===== src/rtl/risc_mini_pkg.sv =====
// Shared encodings for the multi-cycle RV32I control path: opcodes, datapath
// select codes, ALU operations and the controller state enum.
package risc_mini_pkg;

  localparam logic [6:0] OPC_LUI    = 7'b0110111;
  localparam logic [6:0] OPC_AUIPC  = 7'b0010111;
  localparam logic [6:0] OPC_JAL    = 7'b1101111;
  localparam logic [6:0] OPC_JALR   = 7'b1100111;
  localparam logic [6:0] OPC_BRANCH = 7'b1100011;
  localparam logic [6:0] OPC_LOAD   = 7'b0000011;
  localparam logic [6:0] OPC_STORE  = 7'b0100011;
  localparam logic [6:0] OPC_OPIMM  = 7'b0010011;
  localparam logic [6:0] OPC_OP     = 7'b0110011;

  localparam logic [2:0] EXT_I = 3'd0;
  localparam logic [2:0] EXT_U = 3'd1;
  localparam logic [2:0] EXT_S = 3'd2;
  localparam logic [2:0] EXT_B = 3'd3;
  localparam logic [2:0] EXT_J = 3'd4;

  localparam logic [1:0] BSRC_BUSB = 2'd0;
  localparam logic [1:0] BSRC_FOUR = 2'd1;
  localparam logic [1:0] BSRC_IMM  = 2'd2;

  localparam logic [2:0] BR_NONE = 3'd0;
  localparam logic [2:0] BR_JAL  = 3'd1;
  localparam logic [2:0] BR_JALR = 3'd2;

  localparam logic [3:0] ALU_ADD   = 4'd0;
  localparam logic [3:0] ALU_SUB   = 4'd1;
  localparam logic [3:0] ALU_SLL   = 4'd2;
  localparam logic [3:0] ALU_SLT   = 4'd3;
  localparam logic [3:0] ALU_SLTU  = 4'd4;
  localparam logic [3:0] ALU_XOR   = 4'd5;
  localparam logic [3:0] ALU_SRL   = 4'd6;
  localparam logic [3:0] ALU_SRA   = 4'd7;
  localparam logic [3:0] ALU_OR    = 4'd8;
  localparam logic [3:0] ALU_AND   = 4'd9;
  localparam logic [3:0] ALU_COPYB = 4'd10;

  typedef enum logic [2:0] {
    ST_FETCH  = 3'd0,
    ST_DECODE = 3'd1,
    ST_EXEC   = 3'd2,
    ST_MEM    = 3'd3,
    ST_WB     = 3'd4,
    ST_TRAP   = 3'd5
  } state_e;

  // Register/immediate arithmetic op from funct3; alt selects SUB/SRA.
  function automatic logic [3:0] alu_of_f3(input logic [2:0] f3, input logic alt);
    logic [3:0] op;
    case (f3)
      3'd0:    op = alt ? ALU_SUB : ALU_ADD;
      3'd1:    op = ALU_SLL;
      3'd2:    op = ALU_SLT;
      3'd3:    op = ALU_SLTU;
      3'd4:    op = ALU_XOR;
      3'd5:    op = alt ? ALU_SRA : ALU_SRL;
      3'd6:    op = ALU_OR;
      default: op = ALU_AND;
    endcase
    return op;
  endfunction

  // Conditional branch code: BEQ 4, BNE 5, BLT/BLTU 6, BGE/BGEU 7.
  function automatic logic [2:0] br_code(input logic [2:0] f3);
    return {1'b1, f3[2], f3[0]};
  endfunction

endpackage


===== src/rtl/alu_decode.sv =====
// Combinational instruction-field decode: ALU operation and legality of the
// opcode/funct3/funct7 combination.
module alu_decode
  import risc_mini_pkg::*;
(
  input  logic [6:0] i_opcode,
  input  logic [2:0] i_funct3,
  input  logic [6:0] i_funct7,
  output logic [3:0] o_aluctr_c,
  output logic       o_legal_c
);

  logic w_f7_base;
  logic w_f7_alt;

  assign w_f7_base = (i_funct7 == 7'b000_0000);
  assign w_f7_alt  = (i_funct7 == 7'b010_0000);

  always_comb begin
    o_aluctr_c = ALU_ADD;
    o_legal_c  = 1'b0;
    case (i_opcode)
      OPC_OP: begin
        o_aluctr_c = alu_of_f3(i_funct3, w_f7_alt);
        o_legal_c  = w_f7_base | (w_f7_alt & ((i_funct3 == 3'd0) | (i_funct3 == 3'd5)));
      end
      OPC_OPIMM: begin
        // Only the shift-immediates constrain funct7; SRAI is picked by bit 5.
        o_aluctr_c = alu_of_f3(i_funct3, (i_funct3 == 3'd5) & i_funct7[5]);
        if (i_funct3 == 3'd1)      o_legal_c = w_f7_base;
        else if (i_funct3 == 3'd5) o_legal_c = w_f7_base | w_f7_alt;
        else                       o_legal_c = 1'b1;
      end
      OPC_LOAD:  o_legal_c = (i_funct3 != 3'd3) & (i_funct3 < 3'd6);
      OPC_STORE: o_legal_c = (i_funct3 < 3'd3);
      OPC_LUI: begin
        o_aluctr_c = ALU_COPYB;
        o_legal_c  = 1'b1;
      end
      OPC_AUIPC, OPC_JAL: o_legal_c = 1'b1;
      OPC_JALR:  o_legal_c = (i_funct3 == 3'd0);
      OPC_BRANCH: begin
        o_aluctr_c = !i_funct3[2] ? ALU_SUB : (i_funct3[1] ? ALU_SLTU : ALU_SLT);
        o_legal_c  = (i_funct3[2:1] != 2'b01);
      end
      default: ;
    endcase
  end

endmodule


===== src/rtl/mc_ctrl.sv =====
// Multi-cycle RV32I controller: owns the IR and the shared memory handshake,
// sequences FETCH/DECODE/EXEC/MEM/WB and counts retired instructions.
module mc_ctrl
  import risc_mini_pkg::*;
#(
  parameter logic [31:0] RESET_IR = 32'h0000_0013,
  parameter int unsigned CNT_W    = 32
) (
  input  logic             Clk,
  input  logic             Rst_n,
  input  logic [31:0]      Instr_in,
  input  logic             mem_ready,
  output logic [31:0]      Instr,
  output logic             IFetch,
  output logic             MemRd,
  output logic             MemWr,
  output logic [2:0]       MemOp,
  output logic [2:0]       ExtOp,
  output logic             ALUASrc,
  output logic [1:0]       ALUBSrc,
  output logic [3:0]       ALUctr,
  output logic             RegWr,
  output logic             MemtoReg,
  output logic             PCWr,
  output logic [2:0]       Branch,
  output logic             illegal,
  output logic [CNT_W-1:0] instret
);

  state_e           r_state;
  state_e           w_state_nxt;
  logic [31:0]      r_ir;
  logic             r_illegal;
  logic [CNT_W-1:0] r_instret;

  logic [6:0] w_opcode;
  logic [2:0] w_funct3;
  logic [6:0] w_funct7;
  logic       w_is_load, w_is_store, w_is_branch, w_is_jal, w_is_jalr;
  logic [3:0] w_aluctr;
  logic       w_legal;
  logic [2:0] w_extop;
  logic       w_asrc;
  logic [1:0] w_bsrc;

  assign w_opcode    = r_ir[6:0];
  assign w_funct3    = r_ir[14:12];
  assign w_funct7    = r_ir[31:25];
  assign w_is_load   = (w_opcode == OPC_LOAD);
  assign w_is_store  = (w_opcode == OPC_STORE);
  assign w_is_branch = (w_opcode == OPC_BRANCH);
  assign w_is_jal    = (w_opcode == OPC_JAL);
  assign w_is_jalr   = (w_opcode == OPC_JALR);

  alu_decode u_alu_decode (
    .i_opcode   (w_opcode),
    .i_funct3   (w_funct3),
    .i_funct7   (w_funct7),
    .o_aluctr_c (w_aluctr),
    .o_legal_c  (w_legal)
  );

  // Per-class operand and immediate selects, held through EXEC/MEM/WB.
  always_comb begin
    w_extop = EXT_I;
    w_asrc  = 1'b0;
    w_bsrc  = BSRC_BUSB;
    case (w_opcode)
      OPC_OPIMM, OPC_LOAD: w_bsrc = BSRC_IMM;
      OPC_STORE: begin
        w_extop = EXT_S;
        w_bsrc  = BSRC_IMM;
      end
      OPC_LUI: begin
        w_extop = EXT_U;
        w_bsrc  = BSRC_IMM;
      end
      OPC_AUIPC: begin
        w_extop = EXT_U;
        w_asrc  = 1'b1;
        w_bsrc  = BSRC_IMM;
      end
      OPC_JAL: begin
        w_extop = EXT_J;
        w_asrc  = 1'b1;
        w_bsrc  = BSRC_FOUR;
      end
      OPC_JALR: begin
        w_asrc = 1'b1;
        w_bsrc = BSRC_FOUR;
      end
      OPC_BRANCH: w_extop = EXT_B;
      default: ;
    endcase
  end

  always_ff @(posedge Clk or negedge Rst_n) begin
    if (!Rst_n) r_state <= ST_FETCH;
    else        r_state <= w_state_nxt;
  end

  // Next state and control outputs; the reset state is FETCH, so only IFetch
  // needs qualifying to keep every enable low while Rst_n is held.
  always_comb begin
    w_state_nxt = r_state;
    IFetch      = 1'b0;
    MemRd       = 1'b0;
    MemWr       = 1'b0;
    MemOp       = 3'd0;
    ExtOp       = EXT_I;
    ALUASrc     = 1'b0;
    ALUBSrc     = BSRC_BUSB;
    ALUctr      = ALU_ADD;
    RegWr       = 1'b0;
    MemtoReg    = 1'b0;
    PCWr        = 1'b0;
    Branch      = BR_NONE;
    case (r_state)
      ST_FETCH: begin
        IFetch = Rst_n;
        if (mem_ready) w_state_nxt = ST_DECODE;
      end
      ST_DECODE: w_state_nxt = w_legal ? ST_EXEC : ST_TRAP;
      ST_EXEC: begin
        ExtOp   = w_extop;
        ALUASrc = w_asrc;
        ALUBSrc = w_bsrc;
        ALUctr  = w_aluctr;
        if (w_is_branch) begin
          PCWr        = 1'b1;
          Branch      = br_code(w_funct3);
          w_state_nxt = ST_FETCH;
        end else if (w_is_load || w_is_store) begin
          w_state_nxt = ST_MEM;
        end else begin
          w_state_nxt = ST_WB;
        end
      end
      ST_MEM: begin
        ExtOp   = w_extop;
        ALUASrc = w_asrc;
        ALUBSrc = w_bsrc;
        ALUctr  = w_aluctr;
        MemOp   = w_funct3;
        MemRd   = w_is_load;
        MemWr   = w_is_store;
        // A store retires on the cycle its write completes.
        if (mem_ready) begin
          if (w_is_load) begin
            w_state_nxt = ST_WB;
          end else begin
            PCWr        = 1'b1;
            w_state_nxt = ST_FETCH;
          end
        end
      end
      ST_WB: begin
        ExtOp       = w_extop;
        ALUASrc     = w_asrc;
        ALUBSrc     = w_bsrc;
        ALUctr      = w_aluctr;
        RegWr       = 1'b1;
        PCWr        = 1'b1;
        MemtoReg    = w_is_load;
        Branch      = w_is_jal ? BR_JAL : (w_is_jalr ? BR_JALR : BR_NONE);
        w_state_nxt = ST_FETCH;
      end
      ST_TRAP: w_state_nxt = ST_TRAP;
      default: w_state_nxt = ST_FETCH;
    endcase
  end

  always_ff @(posedge Clk or negedge Rst_n) begin
    if (!Rst_n) begin
      r_ir      <= RESET_IR;
      r_illegal <= 1'b0;
      r_instret <= '0;
    end else begin
      if (r_state == ST_FETCH && mem_ready) r_ir <= Instr_in;
      if (r_state == ST_DECODE && !w_legal) r_illegal <= 1'b1;
      if (PCWr) r_instret <= r_instret + CNT_W'(1);
    end
  end

  assign Instr   = r_ir;
  assign illegal = r_illegal;
  assign instret = r_instret;

endmodule


===== config.mk =====
export PLATFORM = sky130hd
export DESIGN_NAME = mc_ctrl
export DESIGN_NICKNAME = d
export VERILOG_FILES = /design/src/rtl/risc_mini_pkg.sv /design/src/rtl/alu_decode.sv /design/src/rtl/mc_ctrl.sv
export SDC_FILE = /design/constraint.sdc
export NUM_CORES = 1
export LEC_CHECK = 0
export ABC_CLOCK_PERIOD_IN_PS = 1800
export CAP_MARGIN = 10
export CELL_PAD_IN_SITES_DETAIL_PLACEMENT = 1
export CELL_PAD_IN_SITES_GLOBAL_PLACEMENT = 2
export CORE_AREA = 2 2 110 138
export DETAILED_ROUTE_END_ITERATION = 10
export DIE_AREA = 0 0 112 140
export GPL_TIMING_DRIVEN = 0
export HOLD_SLACK_MARGIN = 0.12
export PLACE_DENSITY_LB_ADDON = 0.1
export SYNTH_ARGS = -nofsm -noshare
export SYNTH_HDL_FRONTEND = slang
export SYNTH_SLANG_ARGS = --single-unit

===== constraint.sdc =====
create_clock -name Clk -period 1.8 [get_ports Clk]
set_input_delay 0.36 -clock Clk [delete_from_list [all_inputs] [get_ports Clk]]
set_output_delay 0.36 -clock Clk [all_outputs]
set_load 0.02 [all_outputs]

==> flow_metrics.py <==
metrics = {
    "run_status": {
        "status": "finished, violations left",
        "violations": "setup timing",
    },
    "floorplan": {
        "dieHeight_um": 140,
        "row_count": 49,
        "die_area_um2": 15700,
        "die_x_um": 112,
        "io_pins": 122,
        "start_util": 0.246,
        "core_um2": 14300,
    },
    "worst_hold_path": {
        "hold_class": "register to register",
    },
    "sta": {
        "fin_tns_setup_ps": -20520,
        "rsz0062_at_grt": "yes",
        "fin_ws_ps": -606,
        "fmax_mhz": 416,
        "drv_slew": 0,
        "fin_skew_ps": 4.26,
        "worstMarginPinSlew_ps": 877,
        "setup_viol": 53,
        "worst_hold_slack_ps": 464,
        "hold_viol_final": 0,
        "min_period_ps": 2410,
        "maxSlewHeadroom": 0.401,
        "fin_crit_sh": 1.34,
    },
    "synthesis": {
        "ys_seq_area_frac": 0.482,
        "syn_inst": 333,
        "synth-seq-cells": 68,
        "yosys.cell_types.count": 52,
        "synth_common_cells": "dfrtp_1 (65), mux2_2 (30), nand2_1 (29), xor2_1 (29), nor2_1 (23)",
        "synthesis.area_um2": 3540,
        "synth-edff-count": 0,
        "yosys_warnings": 0,
        "synth_area_leaders": "dfrtp_1 (46%), mux2_2 (9.6%), xor2_1 (7.2%)",
        "synth_area_per_cell_um2": 10.6,
        "synth_top_area_frac": 0.460,
        "ys.flop_type": "dfrtp_1",
        "async_reset_ff_frac": 1.00,
        "syn-num-nets": 369,
        "yosysTopAreaCell": "dfrtp_1",
        "synth.most_common_cell": "dfrtp_1",
    },
    "detailed_routing": {
        "drt_first_pass_iters": 4,
        "routed_wirelength_um": 13500,
        "drtIter0Drc": 98,
        "drt-vias-per-instance": 4.75,
        "num_vias": 3450,
        "route.detailed.drc": 0,
        "antenna_left": 0,
        "avgRoutedWirePerCell_um": 18.5,
    },
    "clocking": {
        "clk_latency_ps": 330,
        "root_buffer": "clkbuf_16",
        "cts-htree-levels": 3,
        "clk_pin_slew_worst_paths_ps": 60,
        "clk_path_buf_depth": 2,
        "cts_buffers": 9,
        "cts_tree": "built",
        "cts.sinks": 68,
    },
    "global_route": {
        "grt_usage": 0.171,
        "grt_first_pass_wirelength_um": 20900,
        "antenna_found_initial": 0,
        "grt_pass1_vias": 3692,
        "grt-ovfl-total": 0,
        "grt_max_degree": 52,
    },
    "placed_design": {
        "io_buffers": 121,
        "dp_slack_ps": -878,
        "gp_congestion": 0.814,
        "dp_hpwl_um": 8720,
    },
    "layout": {
        "area_delta_synth_final_pct": 93.9,
        "fin_util": 0.478,
        "fin_nets": 580,
        "drive_gt1_frac": 0.485,
        "fillers": 1528,
        "multiInputGateArea_um2": 2420,
        "diodes": 0,
        "seqCellArea_um2": 1720,
    },
    "worst_setup_path": {
        "worstSetupEndpointType": "primary output",
        "path_max_fanout": 5,
        "start_kind": "register",
        "path_class": "register to primary output",
        "worstPathRequired_ps": 1440,
        "worstPathArrival_ps": 2050,
    },
    "pwr": {
        "leakage_nw": 3.13,
        "power-per-cell-area_nw_per_um2": 506,
        "peakVddDrop_mv": 0.336,
        "totalPowerFinal_mw": 3.47,
    },
    "job": {
        "drv_cap": 0,
    },
}
-- cells in the final DEF (no fill, tap or decap), types with 5 or more instances in the layout --
cell type        instances
clkbuf_16                9
nand3_1                 12
dfrtp_2                  8
nor2_4                  13
xor2_1                  29
and2_1                   5
clkbuf_8                 5
nor4_4                   6
o21ai_0                  7
dfrtp_1                 57
buf_4                   63
nor4b_4                  5
nand2_2                  6
buf_6                   30
and4_1                   5
mux2_2                  30
clkdlybuf4s50_1         79
dlymetal6s2s_1          11
nor3_4                  16
nor2_1                   7
nand4_1                  9
buf_12                   8
nand2_1                 19
-- worst paths after layout --
| kind | end | slack, ps | cells past startpoint | from |
|---|---|---|---|---|
| min in group asynchronous | instret[25] | 680 | 2 | Rst_n |
| hold / removal | instret[31] | 460 | 1 | instret[31] |
| setup reg to reg | instret[6] | -520 | 10 | Instr[0] |
| setup / recovery | ALUctr[0] | -610 | 7 | Instr[0] |
| hold reg to reg | instret[31] | 460 | 1 | instret[31] |
| max in group asynchronous | r_state[1] | 580 | 2 | Rst_n |
-- cells by family (layout without fill, tap and decap cells) --
logic type | after synthesis | count (layout) | share of synthesized area
muxes | 30 | 30 | 0.0955
and+or+nand+nor | 147 | 147 | 0.247
adders and majority gates | 1 | 1 | 0.00354
xor gates and xnor gates | 32 | 32 | 0.0793
DFF | 68 | 68 | 0.482
buffers and inverters | 21 | 237 | 0.0258
AOI/OAI and AO/OA | 34 | 34 | 0.0662
-- per-stage QoR --
step | std cells | area, um^2
floorplan | 333 | 3850
finish | 727 | 6860
global route | 727 | 6860
detailed placement | 633 | 5310
CTS | 702 | 6420
global placement | 632 | 5280
-- per-layer routing --
layer / GRT usage / vias to the layer above / part of all wire
li1: - / 1630 / -
met1: 0.199 / 1743 / 0.39
met2: 0.319 / 66 / 0.56
met3: 0.0303 / 11 / 0.031
met4: 0.0507 / 0 / 0.014
met5: 0 / - / 0
-- critical path, stage by stage, from the launching register on --
cell and delay, ps:
dfstp_2 590, and4bb_4 290, buf_6 140, buf_4 110, a32oi_1 50, o22a_1 230, a31oi_4 180, buf_6 130
-- area by class of cell --
class	count	area share
flip-flops and latches	68	0.250
repair buffers	201	0.293
inverters	5	0.00420
clock buffers	12	0.0374
clock inverters	4	0.00693
well taps	178	0.0325
multi-input cells	244	0.353
plain buffers	15	0.0224
-- registers in the layout, indices dropped and copies added (netlist names) --
signal and flops:
illegal 1, r_state 3, Instr 32, instret 32
-- what timing repair did --
| item | 4_1_cts | 5_1_grt |
|---|---|---|
| endpoints found under the hold margin | 16 | 0 |
| buffers inserted | 55 | 33 |
| cloned | 2 | 0 |
| hold buffers | 2 | 0 |
| pin swaps | 57 | 38 |
| endpoints found under the setup margin | 92 | 69 |
| gates resized for setup | 217 | 78 |
-- where the power goes --
group,switching [mW],internal [mW],total (mW)
clock,0.675,1.14,1.82
combinational,0.0473,0.0741,0.121
sequential,0,1.53,1.53
total,0.722,2.75,3.47
Power figures use the tool's default switching activity.
